**config.mk**
```make
export PLATFORM = sky130hd
export DESIGN_NAME = herald_cmd_port_flat
export DESIGN_NICKNAME = d
export VERILOG_FILES = /design/src/rtl/herald_pkg.sv /design/src/rtl/herald_cmd_port_if.sv /design/src/rtl/herald_strobe_sync.sv /design/src/rtl/herald_cmd_port.sv /design/src/flat_wrapper.sv
export SDC_FILE = /design/constraint.sdc
export NUM_CORES = 1
export LEC_CHECK = 0
export BUFFER_PORTS_ARGS = -buffer_cell sky130_fd_sc_hd__buf_2
export CAP_MARGIN = 20
export CORE_MARGIN = 3
export CORE_UTILIZATION = 40
export CTS_CLUSTER_DIAMETER = 80
export DETAILED_ROUTE_END_ITERATION = 10
export GPL_ROUTABILITY_DRIVEN = 0
export PLACE_DENSITY = 0.74
export SLEW_MARGIN = 0
export SYNTH_ARGS = -nofsm -noshare
export SYNTH_HDL_FRONTEND = slang
export SYNTH_SLANG_ARGS = --single-unit
```
**constraint.sdc**
```tcl
create_clock -name clk -period 2.6 [get_ports clk]
set_input_delay 0.13 -clock clk [delete_from_list [all_inputs] [get_ports clk]]
set_output_delay 0.13 -clock clk [all_outputs]
set_load 0.005 [all_outputs]
```
**src/rtl/herald_pkg.sv**
```systemverilog
// -----------------------------------------------------------------------------
// herald_pkg
//   Shared definitions for the Herald host command port:
//   - command code constants
//   - cmd_num_ops():   operands needed by a command (0, 1, 2 or OPS_INVALID)
//   - cmd_res_bytes(): result length in bytes returned by a command
//   - state_t:         command port FSM states
// -----------------------------------------------------------------------------
package herald_pkg;

  localparam logic [7:0] CMD_SINCOS    = 8'h10;
  localparam logic [7:0] CMD_SQRT      = 8'h11;
  localparam logic [7:0] CMD_RECIP     = 8'h12;
  localparam logic [7:0] CMD_NORMALIZE = 8'h13;
  localparam logic [7:0] CMD_MULTIPLY  = 8'h20;
  localparam logic [7:0] CMD_DIVIDE    = 8'h21;
  localparam logic [7:0] CMD_CLEAR     = 8'h22;
  localparam logic [7:0] CMD_IDENT     = 8'h23;

  // Operand-count code reserved for commands the engine mux does not know.
  localparam logic [1:0] OPS_INVALID = 2'd3;

  typedef enum logic [2:0] {
    ST_IDLE,
    ST_OPA,
    ST_OPB,
    ST_START,
    ST_WAIT,
    ST_RESULT
  } state_t;

  function automatic logic [1:0] cmd_num_ops(input logic [7:0] cmd);
    case (cmd)
      CMD_SINCOS, CMD_SQRT, CMD_RECIP, CMD_NORMALIZE: return 2'd1;
      CMD_MULTIPLY, CMD_DIVIDE:                       return 2'd2;
      CMD_CLEAR, CMD_IDENT:                           return 2'd0;
      default:                                        return OPS_INVALID;
    endcase
  endfunction

  function automatic logic [3:0] cmd_res_bytes(input logic [7:0] cmd);
    case (cmd)
      CMD_SINCOS:    return 4'd6;
      CMD_NORMALIZE: return 4'd9;
      CMD_CLEAR:     return 4'd0;
      default:       return 4'd3;
    endcase
  endfunction

endpackage

```
**src/rtl/herald_cmd_port_if.sv**
```systemverilog
// -----------------------------------------------------------------------------
// herald_cmd_port_if
//   Request/result bus between the command port and the downstream engine mux.
//   master (command port): drives eng_cmd, eng_a, eng_b, eng_start, eng_abort;
//                          receives eng_ready, eng_done, eng_res.
//   slave  (engine mux):   the mirror image.
//   OPW  : operand width in bits (multiple of 8)
//   RESW : result bus width in bits
// -----------------------------------------------------------------------------
interface herald_cmd_port_if #(
  parameter int OPW  = 24,
  parameter int RESW = 72
);
  logic [7:0]      eng_cmd;
  logic [OPW-1:0]  eng_a;
  logic [OPW-1:0]  eng_b;
  logic            eng_start;
  logic            eng_ready;
  logic            eng_done;
  logic [RESW-1:0] eng_res;
  logic            eng_abort;

  modport master (
    output eng_cmd, eng_a, eng_b, eng_start, eng_abort,
    input  eng_ready, eng_done, eng_res
  );

  modport slave (
    input  eng_cmd, eng_a, eng_b, eng_start, eng_abort,
    output eng_ready, eng_done, eng_res
  );
endinterface

```
**src/rtl/herald_strobe_sync.sv**
```systemverilog
// -----------------------------------------------------------------------------
// herald_strobe_sync
//   Brings an asynchronous host strobe into the clk domain (2-flop
//   synchroniser) and emits a one-cycle pulse on its rising edge.
//   clk, rst_n : clock, asynchronous active-low reset
//   pin        : raw asynchronous strobe
//   rise       : one-cycle pulse, high in the cycle after the 2nd sync flop
//                first sees the pin high
// -----------------------------------------------------------------------------
module herald_strobe_sync (
  input  logic clk,
  input  logic rst_n,
  input  logic pin,
  output logic rise
);
  // [0] and [1] form the synchroniser; [2] is the history bit for the edge.
  logic [2:0] sh;

  // NOTE: sequential state uses non-blocking assignments so every flop samples
  // the pre-edge value of its neighbour, which is what makes this a shift chain.
  always_ff @(posedge clk or negedge rst_n) begin
    if (!rst_n) sh <= '0;
    else        sh <= {sh[1:0], pin};
  end

  assign rise = sh[1] & ~sh[2];
endmodule

```
**src/rtl/herald_cmd_port.sv**
```systemverilog
// -----------------------------------------------------------------------------
// herald_cmd_port
//   Byte-serial host command port for the Herald co-processor. Collects a
//   command byte and up to two OPW-bit operands (LSB byte first) over an 8-bit
//   strobe bus, issues them to the engine mux with a valid/ready handshake and
//   streams the result back one byte per read strobe (LSB first).
//
//   Ports:
//     clk, rst_n : clock, asynchronous active-low reset
//     din        : host data byte
//     wr, rd     : asynchronous host write / read strobes
//     abort      : synchronous level abort, returns the port to IDLE
//     dout       : registered read data (status in IDLE, result in RESULT)
//     busy       : high while collecting operands or waiting on the engine
//     err        : sticky error, cleared by a status read in IDLE
//     eng        : engine bus (herald_cmd_port_if.master)
//
//   Build option HERALD_RESULT_CSUM_EN: when defined, a non-empty result is
//   followed by one extra byte, the XOR of all result bytes.
// -----------------------------------------------------------------------------
module herald_cmd_port
  import herald_pkg::*;
#(
  parameter int OPW  = 24,
  parameter int RESW = 72
) (
  input  logic       clk,
  input  logic       rst_n,
  input  logic [7:0] din,
  input  logic       wr,
  input  logic       rd,
  input  logic       abort,
  output logic [7:0] dout,
  output logic       busy,
  output logic       err,
  herald_cmd_port_if.master eng
);
  localparam int NB    = OPW / 8;
  localparam int CNT_W = 4;

  state_t            state;
  logic [CNT_W-1:0]  cnt;      // operand byte index, or result byte index
  logic [RESW-1:0]   res_q;    // captured result, shifted down as bytes are read
  logic              wr_rise;
  logic              rd_rise;
  logic [1:0]        ops_new;
  logic [1:0]        ops_cur;
  logic [CNT_W-1:0]  nres;
  logic [OPW-1:0]    din_shift;
  logic              op_last;
`ifdef HERALD_RESULT_CSUM_EN
  logic [7:0]        csum;
`endif

  herald_strobe_sync u_wr_sync (.clk(clk), .rst_n(rst_n), .pin(wr), .rise(wr_rise));
  herald_strobe_sync u_rd_sync (.clk(clk), .rst_n(rst_n), .pin(rd), .rise(rd_rise));

  assign ops_new   = cmd_num_ops(din);
  assign ops_cur   = cmd_num_ops(eng.eng_cmd);
  assign nres      = cmd_res_bytes(eng.eng_cmd);
  // Operand registers are cleared when a command is accepted, so OR-ing the
  // byte into its lane is enough to load it.
  assign din_shift = OPW'(din) << {cnt, 3'b000};
  assign op_last   = (cnt == CNT_W'(NB - 1));
  assign busy      = state inside {ST_OPA, ST_OPB, ST_START, ST_WAIT};

  always_ff @(posedge clk or negedge rst_n) begin
    if (!rst_n) begin
      state           <= ST_IDLE;
      cnt             <= '0;
      dout            <= '0;
      err             <= 1'b0;
      res_q           <= '0;
      eng.eng_cmd     <= '0;
      eng.eng_a       <= '0;
      eng.eng_b       <= '0;
      eng.eng_start   <= 1'b0;
      eng.eng_abort   <= 1'b0;
`ifdef HERALD_RESULT_CSUM_EN
      csum            <= '0;
`endif
    end else begin
      eng.eng_abort <= 1'b0;
      if (abort && state != ST_IDLE) begin
        state         <= ST_IDLE;
        cnt           <= '0;
        eng.eng_start <= 1'b0;
        eng.eng_abort <= 1'b1;
      end else if (wr_rise && (state == ST_IDLE || state == ST_RESULT)) begin
        // A write in RESULT abandons the unread bytes and starts over, and it
        // takes priority over a read strobe arriving in the same cycle.
        eng.eng_cmd <= din;
        eng.eng_a   <= '0;
        eng.eng_b   <= '0;
        cnt         <= '0;
        if (ops_new == OPS_INVALID) begin
          err   <= 1'b1;
          state <= ST_IDLE;
        end else if (ops_new == 2'd0) begin
          state <= ST_START;
        end else begin
          state <= ST_OPA;
        end
      end else begin
        case (state)
          ST_IDLE: begin
            if (rd_rise) begin
              dout <= {err, 7'h00};
              err  <= 1'b0;
            end
          end
          ST_OPA: begin
            if (wr_rise) begin
              eng.eng_a <= eng.eng_a | din_shift;
              if (op_last) begin
                cnt   <= '0;
                state <= (ops_cur == 2'd2) ? ST_OPB : ST_START;
              end else begin
                cnt <= cnt + CNT_W'(1);
              end
            end
          end
          ST_OPB: begin
            if (wr_rise) begin
              eng.eng_b <= eng.eng_b | din_shift;
              if (op_last) begin
                cnt   <= '0;
                state <= ST_START;
              end else begin
                cnt <= cnt + CNT_W'(1);
              end
            end
          end
          ST_START: begin
            if (wr_rise) err <= 1'b1;
            // eng_start rises one cycle after entry and falls on the transfer.
            if (eng.eng_start && eng.eng_ready) begin
              eng.eng_start <= 1'b0;
              state         <= ST_WAIT;
            end else begin
              eng.eng_start <= 1'b1;
            end
          end
          ST_WAIT: begin
            if (wr_rise) err <= 1'b1;
            if (eng.eng_done) begin
              res_q <= eng.eng_res;
              cnt   <= '0;
`ifdef HERALD_RESULT_CSUM_EN
              csum  <= '0;
`endif
              state <= (nres == '0) ? ST_IDLE : ST_RESULT;
            end
          end
          ST_RESULT: begin
            if (rd_rise) begin
`ifdef HERALD_RESULT_CSUM_EN
              if (cnt == nres) begin
                dout  <= csum;
                cnt   <= '0;
                state <= ST_IDLE;
              end else begin
                dout  <= res_q[7:0];
                res_q <= res_q >> 8;
                csum  <= csum ^ res_q[7:0];
                cnt   <= cnt + CNT_W'(1);
              end
`else
              dout  <= res_q[7:0];
              res_q <= res_q >> 8;
              if (cnt == nres - CNT_W'(1)) begin
                cnt   <= '0;
                state <= ST_IDLE;
              end else begin
                cnt <= cnt + CNT_W'(1);
              end
`endif
            end
          end
          default: state <= ST_IDLE;
        endcase
      end
    end
  end
endmodule

```
**src/flat_wrapper.sv**
```systemverilog
// flat-port wrapper written by rule: the top's interface ports become plain ports
module herald_cmd_port_flat import herald_pkg::*;
#(
  parameter int OPW  = 24,
  parameter int RESW = 72
)
  (clk, rst_n, din, wr, rd, abort, dout, busy, err, eng_eng_cmd, eng_eng_a, eng_eng_b, eng_eng_start, eng_eng_abort, eng_eng_ready, eng_eng_done, eng_eng_res);
  herald_cmd_port_if #(.OPW(OPW), .RESW(RESW)) eng_i ();
  input  logic clk;
  input  logic rst_n;
  input  logic [7:0] din;
  input  logic wr;
  input  logic rd;
  input  logic abort;
  output logic [7:0] dout;
  output logic busy;
  output logic err;
  output wire logic [$bits(eng_i.eng_cmd)-1:0] eng_eng_cmd;
  output wire logic [$bits(eng_i.eng_a)-1:0] eng_eng_a;
  output wire logic [$bits(eng_i.eng_b)-1:0] eng_eng_b;
  output wire logic [$bits(eng_i.eng_start)-1:0] eng_eng_start;
  output wire logic [$bits(eng_i.eng_abort)-1:0] eng_eng_abort;
  input wire logic [$bits(eng_i.eng_ready)-1:0] eng_eng_ready;
  input wire logic [$bits(eng_i.eng_done)-1:0] eng_eng_done;
  input wire logic [$bits(eng_i.eng_res)-1:0] eng_eng_res;
  assign eng_eng_cmd = eng_i.eng_cmd;
  assign eng_eng_a = eng_i.eng_a;
  assign eng_eng_b = eng_i.eng_b;
  assign eng_eng_start = eng_i.eng_start;
  assign eng_eng_abort = eng_i.eng_abort;
  assign eng_i.eng_ready = eng_eng_ready;
  assign eng_i.eng_done = eng_eng_done;
  assign eng_i.eng_res = eng_eng_res;
  herald_cmd_port #(.OPW(OPW), .RESW(RESW)) u_core (.clk(clk), .rst_n(rst_n), .din(din), .wr(wr), .rd(rd), .abort(abort), .dout(dout), .busy(busy), .err(err), .eng(eng_i));
endmodule
```
Word level (Yosys, flattened, before mapping) --
Cells that the tools add are included.
Storage, ports and cells: word-level logic and storage cells 147, output and inout bits 68, register bits 152, input port bits 87
Operators by class: add/sub/neg operators 2, muxes and demuxes 48, equality and inequality tests 42, bitwise operators 8, shift operators 1, reduce and logical (&&, ||, !) cells 34
Operator list (number):
- $mux W24 | 6
- $mux W72 | 2
- $pmux W72 S2 | 1
- $eq A8 B5 Y1 const B | 8
- $eq A8 B6 Y1 const B | 8
- $or A24 B24 Y24 | 2
- $mux W3 | 12
- $mux W4 | 7
- $pmux W4 S3 | 2
- $shl A8 B7 Y24 | 1
- $ne A4 B3 Y1 const B | 5
- $pmux W3 S6 | 1
- $mux W8 | 2
- $pmux W8 S2 | 1
- $reduce_and A5 Y1 | 3
- $pmux W2 S3 | 2
- $reduce_bool A2 Y1 | 6
- $reduce_or A2 Y1 | 6
- $mux W1 | 10
- $reduce_and A9 Y1 | 1
- $ne A4 B4 Y1 const B | 2
- $reduce_or A4 Y1 | 2
- $eq A3 B2 Y1 const B | 2
- $eq A3 B3 Y1 const B | 2
- other kinds (27) | 41

Logic depth before layout (Yosys ltp) --
depth after elaboration 10, mapped depth 10

Hierarchy --
From an unflattened synthesis, not the netlist that was laid out.
Second synthesis, totals: cells, all modules 681, area total of the unflattened synthesis 6896.6 um2
By module, submodules not included:
- herald_cmd_port | times used 1, sequential area each 3653.5 um2, area an instance 6718.9 um2, cells an instance 673
- herald_strobe_sync | times used 2, sequential area each 75.1 um2, area an instance 88.8 um2, cells an instance 4

Least setup slack after synthesis --
OpenSTA, ideal clock, no wires.
path kind register -> register, from register u_core.eng.eng_cmd[3], to register u_core.state[0], stages on the path, launching flop included 11, path slack -334 ps, path buffers 0, arrival time 2809 ps, data required time 2475 ps, clock period less this slack 2934 ps, cells stage by stage dfrtp_1 or4_4 a211o_2 inv_1 ha_1 xor2_1 mux2i_1 a22o_2 a31oi_2 or3_4 mux2_4
On the way: cells in the longest elaborated chain, start to end 10, elaborated cells between the ends (all ways) 27
Ends and longest elaborated chain:
- from (decl) | line herald_cmd_port_if.sv:24 | output eng_cmd, eng_a, eng_b, eng_start, eng_abort,
- from (signal assigned) | line herald_cmd_port.sv:92 | eng.eng_cmd <= din;
- $eq A8 B5 Y1, or another cell as far along | line herald_pkg.sv:33 | case (cmd)
- $reduce_or A4 Y1 or $reduce_or A2 Y1 (tied branches) | line herald_pkg.sv:33
- $pmux W2 S3 | line herald_pkg.sv:33
- $eq A2 B2 Y1 | line herald_cmd_port.sv:117 | state <= (ops_cur == 2'd2) ? ST_OPB : ST_START;
- $mux W1 | line herald_cmd_port.sv:117
- $mux W3 | line herald_cmd_port.sv:115 | if (op_last) begin
- $mux W3 | line herald_cmd_port.sv:113 | if (wr_rise) begin
- $pmux W3 S6 | line herald_cmd_port.sv:105 | case (state)
- $mux W3 | line herald_cmd_port.sv:89 | end else if (wr_rise && (state == ST_IDLE || state == ST_RESULT)) begin
- $mux W3 | line herald_cmd_port.sv:84 | if (abort && state != ST_IDLE) begin
- to (signal assigned) | line herald_cmd_port.sv:117
- to (signal assigned) | line herald_cmd_port.sv:152 | state <= (nres == '0) ? ST_IDLE : ST_RESULT;
- to (decl) | line herald_cmd_port.sv:41 | state_t state;
Several ways; a longest one is shown, not always the timed one. The select of a mux whose other input is x is not followed. A chain may end at the register's enable or synchronous reset.

Worst setup path after layout --
from register u_core.eng.eng_cmd[6], to register u_core.state[0]
The elaborated chain is that of the path after synthesis.

==> reports/qor.yml <==
critical_path_class: "reg2reg"
final_common_cell: "buf_2"
hold_viol_final: 0
path_clk_slew_ps: 60
worst_slew_pin_slew_ps: 661
yosysWarnings: 0
synth-simple-area-share: 0.134
synth.area.top_cells: "dfrtp_1 (56%), a21oi_1 (9.6%), mux2i_1 (8.7%)"
violations: "negative setup slack"
grt_pass1_vias: 5507
synthArstFlopShare: 1.00
arrival_ps: 3220
clockPowerShare: 0.364
pre_cts_slack_ps: -305
p_sw_mw: 2.00
synth_fa_ha_area_frac: 0.00736
min_period_over_period: 1.12
reg2regPathDepth: 10
holdPathEnd: "u_core.res_q[48]"
grt_pass1_wl_um: 28200
clock_skew_ps: 15.1
grtUsageTotal: 0.192
core_mm2: 0.0166
avgViaCountPerCell: 5.13
wl_um: 17500
syn_to_final_growth_pct: 32.2
status: "finished, violations left"
startpoint_type: "flip-flop"
synth_cells: 680
cp_max_fo: 3
clk_latency_ps: 430
finalWorstSetupSlack_ps: -320
postSynthNetCount: 771
synth-main-ff-cell: "dfrtp_1"
cellLeakagePower_nw: 4.88
fill_cells: 1472
hold_depth: 3
p_seq_frac: 0.437
r2r_end: "u_core.state[0]"
synth_top_area_cell: "dfrtp_1"
relSlewSlack: 0.558
io_buffers: 154
die_height_um: 136
vias: 5700
crit_path_start: "u_core.eng.eng_cmd[6]"
synth_cell_types: 51
synth_compound_area_frac: 0.152
nets: 969
dr.first_iter.drc_count: 356
postRouteAntennaNets: 0
cts_tree: "yes"
final_layout_size_suffix_gt1_frac: 0.284
avgSynthCellArea_um2: 10.0
routedWlPerCell_um: 15.7
postPlaceCellArea_mm2: 0.00803
synth_top_area_share: 0.559
cap_viol_max_count: 0
p_int_mw: 4.92
place_hpwl_um: 11600
cts.htree.levels: 4
hold_class: "in2reg"
die-area_mm2: 0.0186
rows: 47
final_area_mm2: 0.00899
power_frac_comb: 0.199
antenna_cells: 0
layout_common_cells: "buf_2 (153), dfrtp_1 (152), nor2_1 (139), a21oi_1 (130), mux2i_1 (59)"
antenna_found_initial: 0
synth_seq_area_share: 0.559
powerDensity_mw_per_mm2: 770
drc: 0
rsz0062_at_grt: "yes"
fin_total_pwr_mw: 6.92
fmax_mhz: 342
rrSetupSlack_ps: -320
grt_overflow_total: 0
switching_share: 0.289
die_w_um: 136
clockBufferDepth: 2
netlist_area_mm2: 0.00680
start_util: 0.409
synth_xor_xnor_area_share: 0.00901
whs_ps: 3.39
setup_viol: 7
synth_top_family_by_area: "compound AO/OA/AOI/OAI gates"
synth_edf_count: 0
drt-pass1-iter-count: 5
ir_drop_uv: 472
r2r-start: "u_core.eng.eng_cmd[6]"
cts_sinks: 152
hold_start: "eng_eng_res[48]"
cp-end-kind: "flip-flop"
cts-root-buf: "clkbuf_16"
ys_ff_latch: 152
cts-buffers-inserted: 17
grt_start_max_net_pins: 76
period_needed_ps: 2920
cp_data_required_time_ps: 2900
io_pins: 155
drv_slew: 0
synth_mux_area_frac: 0.0973
## layout make-up
type,instances,area [um^2],area share
clock inverter,14,161,0.0180
multi-input combinational,466,2790,0.310
sequential,152,3800,0.423
tap,220,275,0.0306
timing repair buffer,227,1470,0.163
clock buffer,18,439,0.0489
inverter,14,55.1,0.00612
## Yosys cell counts (all sizes together), types with 6 or more instances
library cell,number
a21oi,130
nand3,11
nand2,20
nor3,8
a22o,8
buf,19
inv,14
nor2,139
mux2,6
o21ai,26
clkbuf,29
nor2b,9
mux2i,59
dfrtp,152
## cells by family after synthesis
family                     count (synthesis)
and+or+nand+nor                          207
buffers and inverters                     62
muxes                                     65
AOI/OAI and AO/OA                        183
DFF                                      152
xor gates and xnor gates                   7
adders and majority gates                  4
## how the worst max path moves through the flow
stage	endpoint	slack (ps)	depth (start not counted)
after floorplan	u_core.state[0]	-250	10
after global placement	u_core.state[0]	-250	10
after detailed placement	u_core.state[0]	-310	10
after CTS	u_core.state[0]	-310	10
after global routing	u_core.state[0]	-440	10
final	u_core.state[0]	-320	10
## stage by stage
step | setup TNS [ps] | utilization | std cells
floorplan | -436 | - | 680
global placement | -643 | 0.482 | 1044
detailed placement | -936 | 0.482 | 1044
CTS | -955 | 0.539 | 1110
global route | -1920 | 0.540 | 1111
finish | -977 | 0.540 | 1111
## power groups by stage
stage,clock network [mW],logic [mW],registers (mW)
after floorplan,0,0.658,3.08
after global placement,0,1.28,3.06
after detailed placement,0,1.31,3.07
after CTS,2.57,1.38,3.02
after global routing,2.67,1.54,3.08
final,2.52,1.38,3.02
## state kept, by name, summed over array words and instances, names as in the netlist
signal and cells:
u_core.cnt 4, u_core.dout 8, u_core.eng.eng_a 24, u_core.eng.eng_abort 1, u_core.eng.eng_b 24, u_core.eng.eng_cmd 8, u_core.eng.eng_start 1, u_core.err 1
u_core.res_q 72, u_core.state 3, u_core.u_rd_sync.sh 3, u_core.u_wr_sync.sh 3
## layer usage
metal / global-route usage / vias up / share of wire
met5: 0 / - / 0
met4: 0.0622 / 0 / 0.017
met3: 0.0470 / 22 / 0.061
met2: 0.294 / 184 / 0.47
met1: 0.269 / 2730 / 0.46
li1: - / 2764 / -
## timing repair
item                                    4_1_cts  5_1_grt
endpoints found under the setup margin        6        7
pin swaps                                     4        2
gates cloned                                  0        0
buffers inserted                              2        1
hold endpoints to repair                     88        0
hold buffers                                 32        0
gates resized for setup                       6        2
## worst max-delay path, cell delays in order (launching register included)
cell and delay (ps):
dfrtp_1 380, or4_4 560, a211o_4 340, inv_4 70
ha_4 130, xor2_2 170, mux2i_1 200, a22o_2 190
a31oi_4 80, or3_4 370, mux2_4 300
Note: power is estimated with default switching activity, not from simulation.
